==> config.mk <==
export PLATFORM = sky130hd
export DESIGN_NAME = btn_ctrl_multi
export DESIGN_NICKNAME = d
export VERILOG_FILES = /design/src/rtl/btn_pkg.sv /design/src/rtl/btn_channel.sv /design/src/rtl/btn_ctrl_multi.sv
export SDC_FILE = /design/constraint.sdc
export NUM_CORES = 1
export LEC_CHECK = 0
export BUFFER_PORTS_ARGS = -buffer_cell sky130_fd_sc_hd__buf_2
export CORE_MARGIN = 1.5
export CORE_UTILIZATION = 30
export CTS_BUF_LIST = sky130_fd_sc_hd__clkbuf_4
export DETAILED_ROUTE_END_ITERATION = 10
export PLACE_DENSITY = 0.48
export SYNTH_ARGS = -nofsm -noshare
export SYNTH_HDL_FRONTEND = slang
export SYNTH_SLANG_ARGS = --single-unit
==> constraint.sdc <==
create_clock -name clk -period 5 [get_ports clk]
set_input_delay 0 -clock clk [delete_from_list [all_inputs] [get_ports clk]]
set_output_delay 0 -clock clk [all_outputs]
set_load 0.01 [all_outputs]
==> src/rtl/btn_pkg.sv <==
// Shared constants for the button front-end: repeat-FSM encoding and board timing defaults.
// Latency: n/a (constants only).
// Backpressure: n/a (constants only).
package btn_pkg;

    // Repeat FSM state encoding
    localparam logic [1:0] ST_IDLE   = 2'd0;
    localparam logic [1:0] ST_DELAY  = 2'd1;
    localparam logic [1:0] ST_REPEAT = 2'd2;

    // Default timing for the 50 MHz board clock
    localparam int DEBOUNCE_DEF     = 3000;        // 60 us of stable input
    localparam int REPEAT_DELAY_DEF = 12_000_000;  // ~240 ms before the first repeat
    localparam int REPEAT_RATE_DEF  = 3_000_000;   // ~60 ms between repeats

endpackage

==> src/rtl/btn_channel.sv <==
// One button channel: 2-flop synchroniser, stable-time debouncer, edge pulses, auto-repeat FSM.
// Latency: raw edge to btn_level = DEBOUNCE+2 edges; btn_press/btn_out one edge after btn_level.
// Backpressure: none; pulses are fire-and-forget, one cycle wide.
// Ports: clk, reset (async, active-low), btn_in (raw async level),
//        btn_level (debounced), btn_press / btn_release (edge pulses), btn_out (press + repeat pulses).
module btn_channel
    import btn_pkg::*;
#(
    parameter int   CNT_W        = 25,
    parameter int   DEBOUNCE     = DEBOUNCE_DEF,
    parameter int   REPEAT_DELAY = REPEAT_DELAY_DEF,
    parameter int   REPEAT_RATE  = REPEAT_RATE_DEF,
    parameter logic repeat_en    = 1'b1
) (
    input  logic clk,
    input  logic reset,
    input  logic btn_in,
    output logic btn_level,
    output logic btn_press,
    output logic btn_release,
    output logic btn_out
);

    localparam logic [CNT_W-1:0] DB_LAST  = CNT_W'(DEBOUNCE - 1);
    localparam logic [CNT_W-1:0] DLY_LAST = CNT_W'(REPEAT_DELAY - 1);
    localparam logic [CNT_W-1:0] RPT_LAST = CNT_W'(REPEAT_RATE - 1);

    logic             sync1;
    logic             sync2;
    logic [CNT_W-1:0] db_cnt;
    logic             level_d;
    logic [1:0]       state;
    logic [CNT_W-1:0] rpt_cnt;
    logic             rise;
    logic             fall;

    assign rise = btn_level & ~level_d;
    assign fall = ~btn_level & level_d;

    // Synchroniser and debouncer: the level flips only after sync2 has
    // disagreed with it for DEBOUNCE consecutive cycles; any agreement restarts the count.
    always_ff @(posedge clk or negedge reset) begin
        if (!reset) begin
            sync1     <= 1'b0;
            sync2     <= 1'b0;
            db_cnt    <= '0;
            btn_level <= 1'b0;
        end else begin
            sync1 <= btn_in;
            sync2 <= sync1;
            if (sync2 == btn_level) begin
                db_cnt <= '0;
            end else if (db_cnt == DB_LAST) begin
                btn_level <= ~btn_level;
                db_cnt    <= '0;
            end else begin
                db_cnt <= db_cnt + CNT_W'(1);
            end
        end
    end

    // Registered edge pulses
    always_ff @(posedge clk or negedge reset) begin
        if (!reset) begin
            level_d     <= 1'b0;
            btn_press   <= 1'b0;
            btn_release <= 1'b0;
        end else begin
            level_d     <= btn_level;
            btn_press   <= rise;
            btn_release <= fall;
        end
    end

    // Auto-repeat FSM. A debounced fall wins over a coincident terminal
    // count so a release never emits a trailing action pulse.
    always_ff @(posedge clk or negedge reset) begin
        if (!reset) begin
            state   <= ST_IDLE;
            rpt_cnt <= '0;
            btn_out <= 1'b0;
        end else begin
            btn_out <= 1'b0;
            if (fall) begin
                state   <= ST_IDLE;
                rpt_cnt <= '0;
            end else begin
                case (state)
                    ST_IDLE: begin
                        if (rise) begin
                            btn_out <= 1'b1;
                            rpt_cnt <= '0;
                            if (repeat_en) begin
                                state <= ST_DELAY;
                            end
                        end
                    end
                    ST_DELAY: begin
                        if (rpt_cnt == DLY_LAST) begin
                            btn_out <= 1'b1;
                            state   <= ST_REPEAT;
                            rpt_cnt <= '0;
                        end else begin
                            rpt_cnt <= rpt_cnt + CNT_W'(1);
                        end
                    end
                    ST_REPEAT: begin
                        if (rpt_cnt == RPT_LAST) begin
                            btn_out <= 1'b1;
                            rpt_cnt <= '0;
                        end else begin
                            rpt_cnt <= rpt_cnt + CNT_W'(1);
                        end
                    end
                    default: begin
                        state   <= ST_IDLE;
                        rpt_cnt <= '0;
                    end
                endcase
            end
        end
    end

endmodule

==> src/rtl/btn_ctrl_multi.sv <==
// Multi-channel button front-end for the game controls; one independent btn_channel per button.
// Latency: raw edge to btn_level = DEBOUNCE+2 edges; btn_press/btn_out one edge later.
// Backpressure: none; all outputs are one-cycle pulses or levels, no arbitration between channels.
// Ports: clk, reset (async, active-low), btn_in[N] raw levels,
//        btn_level[N], btn_press[N], btn_release[N], btn_out[N] (press + auto-repeat pulses).
module btn_ctrl_multi
    import btn_pkg::*;
#(
    parameter int           N            = 4,
    parameter int           CNT_W        = 25,
    parameter int           DEBOUNCE     = DEBOUNCE_DEF,
    parameter int           REPEAT_DELAY = REPEAT_DELAY_DEF,
    parameter int           REPEAT_RATE  = REPEAT_RATE_DEF,
    parameter logic [N-1:0] REPEAT_EN    = {N{1'b1}}
) (
    input  logic         clk,
    input  logic         reset,
    input  logic [N-1:0] btn_in,
    output logic [N-1:0] btn_level,
    output logic [N-1:0] btn_press,
    output logic [N-1:0] btn_release,
    output logic [N-1:0] btn_out
);

    for (genvar i = 0; i < N; i++) begin : g_ch
        btn_channel #(
            .CNT_W        (CNT_W),
            .DEBOUNCE     (DEBOUNCE),
            .REPEAT_DELAY (REPEAT_DELAY),
            .REPEAT_RATE  (REPEAT_RATE),
            .repeat_en    (REPEAT_EN[i])
        ) u_ch (
            .clk         (clk),
            .reset       (reset),
            .btn_in      (btn_in[i]),
            .btn_level   (btn_level[i]),
            .btn_press   (btn_press[i]),
            .btn_release (btn_release[i]),
            .btn_out     (btn_out[i])
        );
    end

endmodule

==> impl_metrics.json <==
{
  "worst_pin_slew_ps": 975,
  "cts_tree": "yes",
  "antenna_found_initial": 2,
  "wl_met1_um": 13300,
  "path_clk_slew_ps": 60,
  "placed_cell_area_mm2": 0.0127,
  "slew_headroom": 0.350,
  "drc": 0,
  "grt_max_degree": 109,
  "path_class": "flop to flop",
  "async_flop_share": 1.00,
  "p_leak_nw": 6.02,
  "area_growth_pct": 13.2,
  "grt_pass1_vias": 9350,
  "drtPass1Iterations": 4,
  "grt_pass1_wl_um": 46600,
  "synth_top_area_share": 0.486,
  "coreArea_mm2": 0.0398,
  "final_net_count": 1382,
  "cts_num_sinks": 236,
  "pwr_density_cell_mw_per_mm2": 283,
  "drtIter0Drc": 429,
  "ctsResizeCount": 0,
  "die_y_um": 204,
  "postSynthNetCount": 1318,
  "status": "complete, no violations",
  "fin_tns_setup_ps": 0,
  "synth.distinct_cells": 70,
  "final_layout_size_suffix_gt1_frac": 0.116,
  "htreeDepth": 3,
  "place_congestion": 0.787,
  "critPathMaxFanout": 25,
  "cts_made_buffers": 70,
  "vias_per_cell": 4.93,
  "hold_class": "flop to flop",
  "yosys-top-cells-area": "dfrtp_1 (49%), nor2_1 (6.6%), xor2_1 (5.7%), nand3_1 (4.0%), xnor2_1 (4.0%)",
  "reg2reg_from": "g_ch[3].u_ch.rpt_cnt[0]",
  "fmax_ghz": 0.326,
  "synth_largest_area_cell": "dfrtp_1",
  "setup_ws_ps": 1930,
  "io_pins": 22,
  "finalInstanceArea_mm2": 0.0138,
  "finalCritPeriodShare": 0.614,
  "die_w_um": 204,
  "pre_cts_ws_ps": 1920,
  "reg2reg_depth": 7,
  "finClkSkew_ps": 48.5,
  "via_count": 9494,
  "reg2reg_to": "g_ch[3].u_ch.rpt_cnt[21]",
  "worstHoldEndpoint": "g_ch[3].u_ch.sync2",
  "rsz0062_at_grt": "no",
  "cts_setup_buffers": 0,
  "port_buffers": 21,
  "ys_seq_area_frac": 0.486,
  "worst_ep_arrival_time_ps": 3650,
  "min_from": "g_ch[3].u_ch.sync1",
  "r2r_slack_ps": 1930,
  "period_needed_ps": 3070,
  "routed_wl_um": 26900,
  "wl_met2_um": 11600,
  "wl_per_cell_um": 14.0,
  "peakVddDrop_uv": 109,
  "clkLatencyLatePin_ps": 740,
  "synth-edff-count": 0,
  "synth_warnings": 0,
  "rows": 73,
  "wl_met3_um": 1170,
  "drv_cap": 0,
  "synth-seq-cells": 236,
  "cp-start-kind": "flop",
  "synthCells": 1288,
  "dpl.hpwl_um": 16900,
  "gr-total-overflow": 0,
  "grt_util_all_layers": 0.136,
  "syn_avg_cell_area_um2": 9.43,
  "holdPathStages": 0,
  "hold_violations": 0,
  "cp-end-kind": "flop",
  "setup_viol": 0,
  "synth_ff_type": "dfrtp_1",
  "root_buffer": "clkbuf_4",
  "maxSlewViolCount": 0,
  "critPathRequiredTime_ps": 5580,
  "start_util": 0.305,
  "top_layer_used": "met4",
  "cts_buffer_depth": 3,
  "detail-route-antenna-nets": 0,
  "die-area_mm2": 0.0417,
  "synthesis.area_mm2": 0.0122
}
## registers in the layout, indices dropped and copies added, names as in the netlist
name                   flops
g_ch.u_ch.btn_level        4
g_ch.u_ch.btn_out          4
g_ch.u_ch.btn_press        4
g_ch.u_ch.btn_release      4
g_ch.u_ch.db_cnt         100
g_ch.u_ch.level_d          4
g_ch.u_ch.rpt_cnt        100
g_ch.u_ch.state            8
g_ch.u_ch.sync1            4
g_ch.u_ch.sync2            4
## cells in the final DEF, fill, tap and decap left out, drive strengths merged, types with 5 or more instances in the layout
cell         instances
xnor2               56
a41oi                5
and3                40
nor3                26
o22ai                6
nand3b               5
or3                  6
a31oi               16
a21oi               34
nor2               214
nor4                18
xor2                79
o21ai               32
dfrtp              236
o311ai               6
buf                 28
clkbuf             102
dlygate4sd3         10
and4                18
nor2b                5
and2                 6
inv                 46
or4                  7
ha                  24
nor4b               10
a221o                7
clkinv              14
nand2b               9
a21o                 8
or2                  5
a22o                10
nand2              117
nand4               38
nand3               98
## synthesized netlist by cell type, types with 9 or more instances
library cell / n
nor3_1: 26
and3_1: 40
nand2_1: 115
o21ai_0: 29
a21oi_1: 34
nor4_1: 17
xor2_1: 79
nor2_1: 213
xnor2_1: 56
a31oi_1: 16
dfrtp_1: 236
ha_1: 24
a22o_1: 10
nand2b_1: 9
inv_1: 45
clkbuf_1: 23
nand4_1: 38
and4_1: 18
nand3_1: 98
buf_4: 16
nor4b_1: 10
## worst max-delay path: stages, from the launching register on
cell and delay, ps:
dfrtp_1 400, ha_1 260, and4_1 290, and4_1 230, a21o_1 220, nand2_1 660, nand2_1 440, o311ai_0 420
## through the flow
step                hold slack (ps)  power (mW)  utilization  instances
detailed placement            -31.2        2.05        0.320       1794
floorplan                      -296        1.99            -       1288
global route                    356        4.12        0.345       1926
CTS                             318        4.01        0.345       1924
global placement              -30.2        2.05        0.320       1794
finish                          345        3.90        0.345       1926
## how the worst max path moves through the flow
stage	depth (start not counted)	to	slack, ps	start
after floorplan	6	g_ch[2].u_ch.rpt_cnt[11]	2700	g_ch[2].u_ch.rpt_cnt[19]
after global placement	7	g_ch[3].u_ch.rpt_cnt[21]	2060	g_ch[3].u_ch.rpt_cnt[0]
after detailed placement	7	g_ch[3].u_ch.rpt_cnt[21]	1920	g_ch[3].u_ch.rpt_cnt[0]
after CTS	7	g_ch[3].u_ch.rpt_cnt[21]	1940	g_ch[3].u_ch.rpt_cnt[0]
after global routing	7	g_ch[3].u_ch.rpt_cnt[19]	1680	g_ch[3].u_ch.rpt_cnt[0]
final	7	g_ch[3].u_ch.rpt_cnt[21]	1930	g_ch[3].u_ch.rpt_cnt[0]
## layout make-up
cell class,instances,area (um2)
fillers,4160,26100
flip-flops and latches,236,5910
multi-input cells,961,5840
clock buffers,102,766
well taps,525,657
repair buffers,38,300
inverters,45,169
clock inverters,17,116
diodes,2,5.00
## report_power, final
group | switching, mW | leakage [nW] | internal, mW
Combinational | 0.0603 | 2.22 | 0.0226
Sequential | 0.0105 | 3.27 | 1.92
Clock | 0.855 | 0.524 | 1.03
Total | 0.926 | 6.02 | 2.97
## layer usage
layer / global-route usage / up-vias
met5: 0 / -
met4: 0.0591 / 0
met3: 0.0381 / 69
met2: 0.201 / 152
met1: 0.185 / 4584
li1: - / 4689
## cells by family after synthesis
group	count (synthesis)	synth area share
AND/OR/NAND/NOR	639	0.261
flip-flops	236	0.486
AO/OA/AOI/OAI	156	0.0900
XOR/XNOR	135	0.0973
buffers and inverters	91	0.0343
adder cells (fa/ha/maj)	24	0.0247
multiplexers	7	0.00618
## repair_timing
item                                    CTS  global route
hold buffers                             11             0
hold endpoints to repair                240             0
endpoints found under the setup margin    0             0
Power figures use the tool's default switching activity.
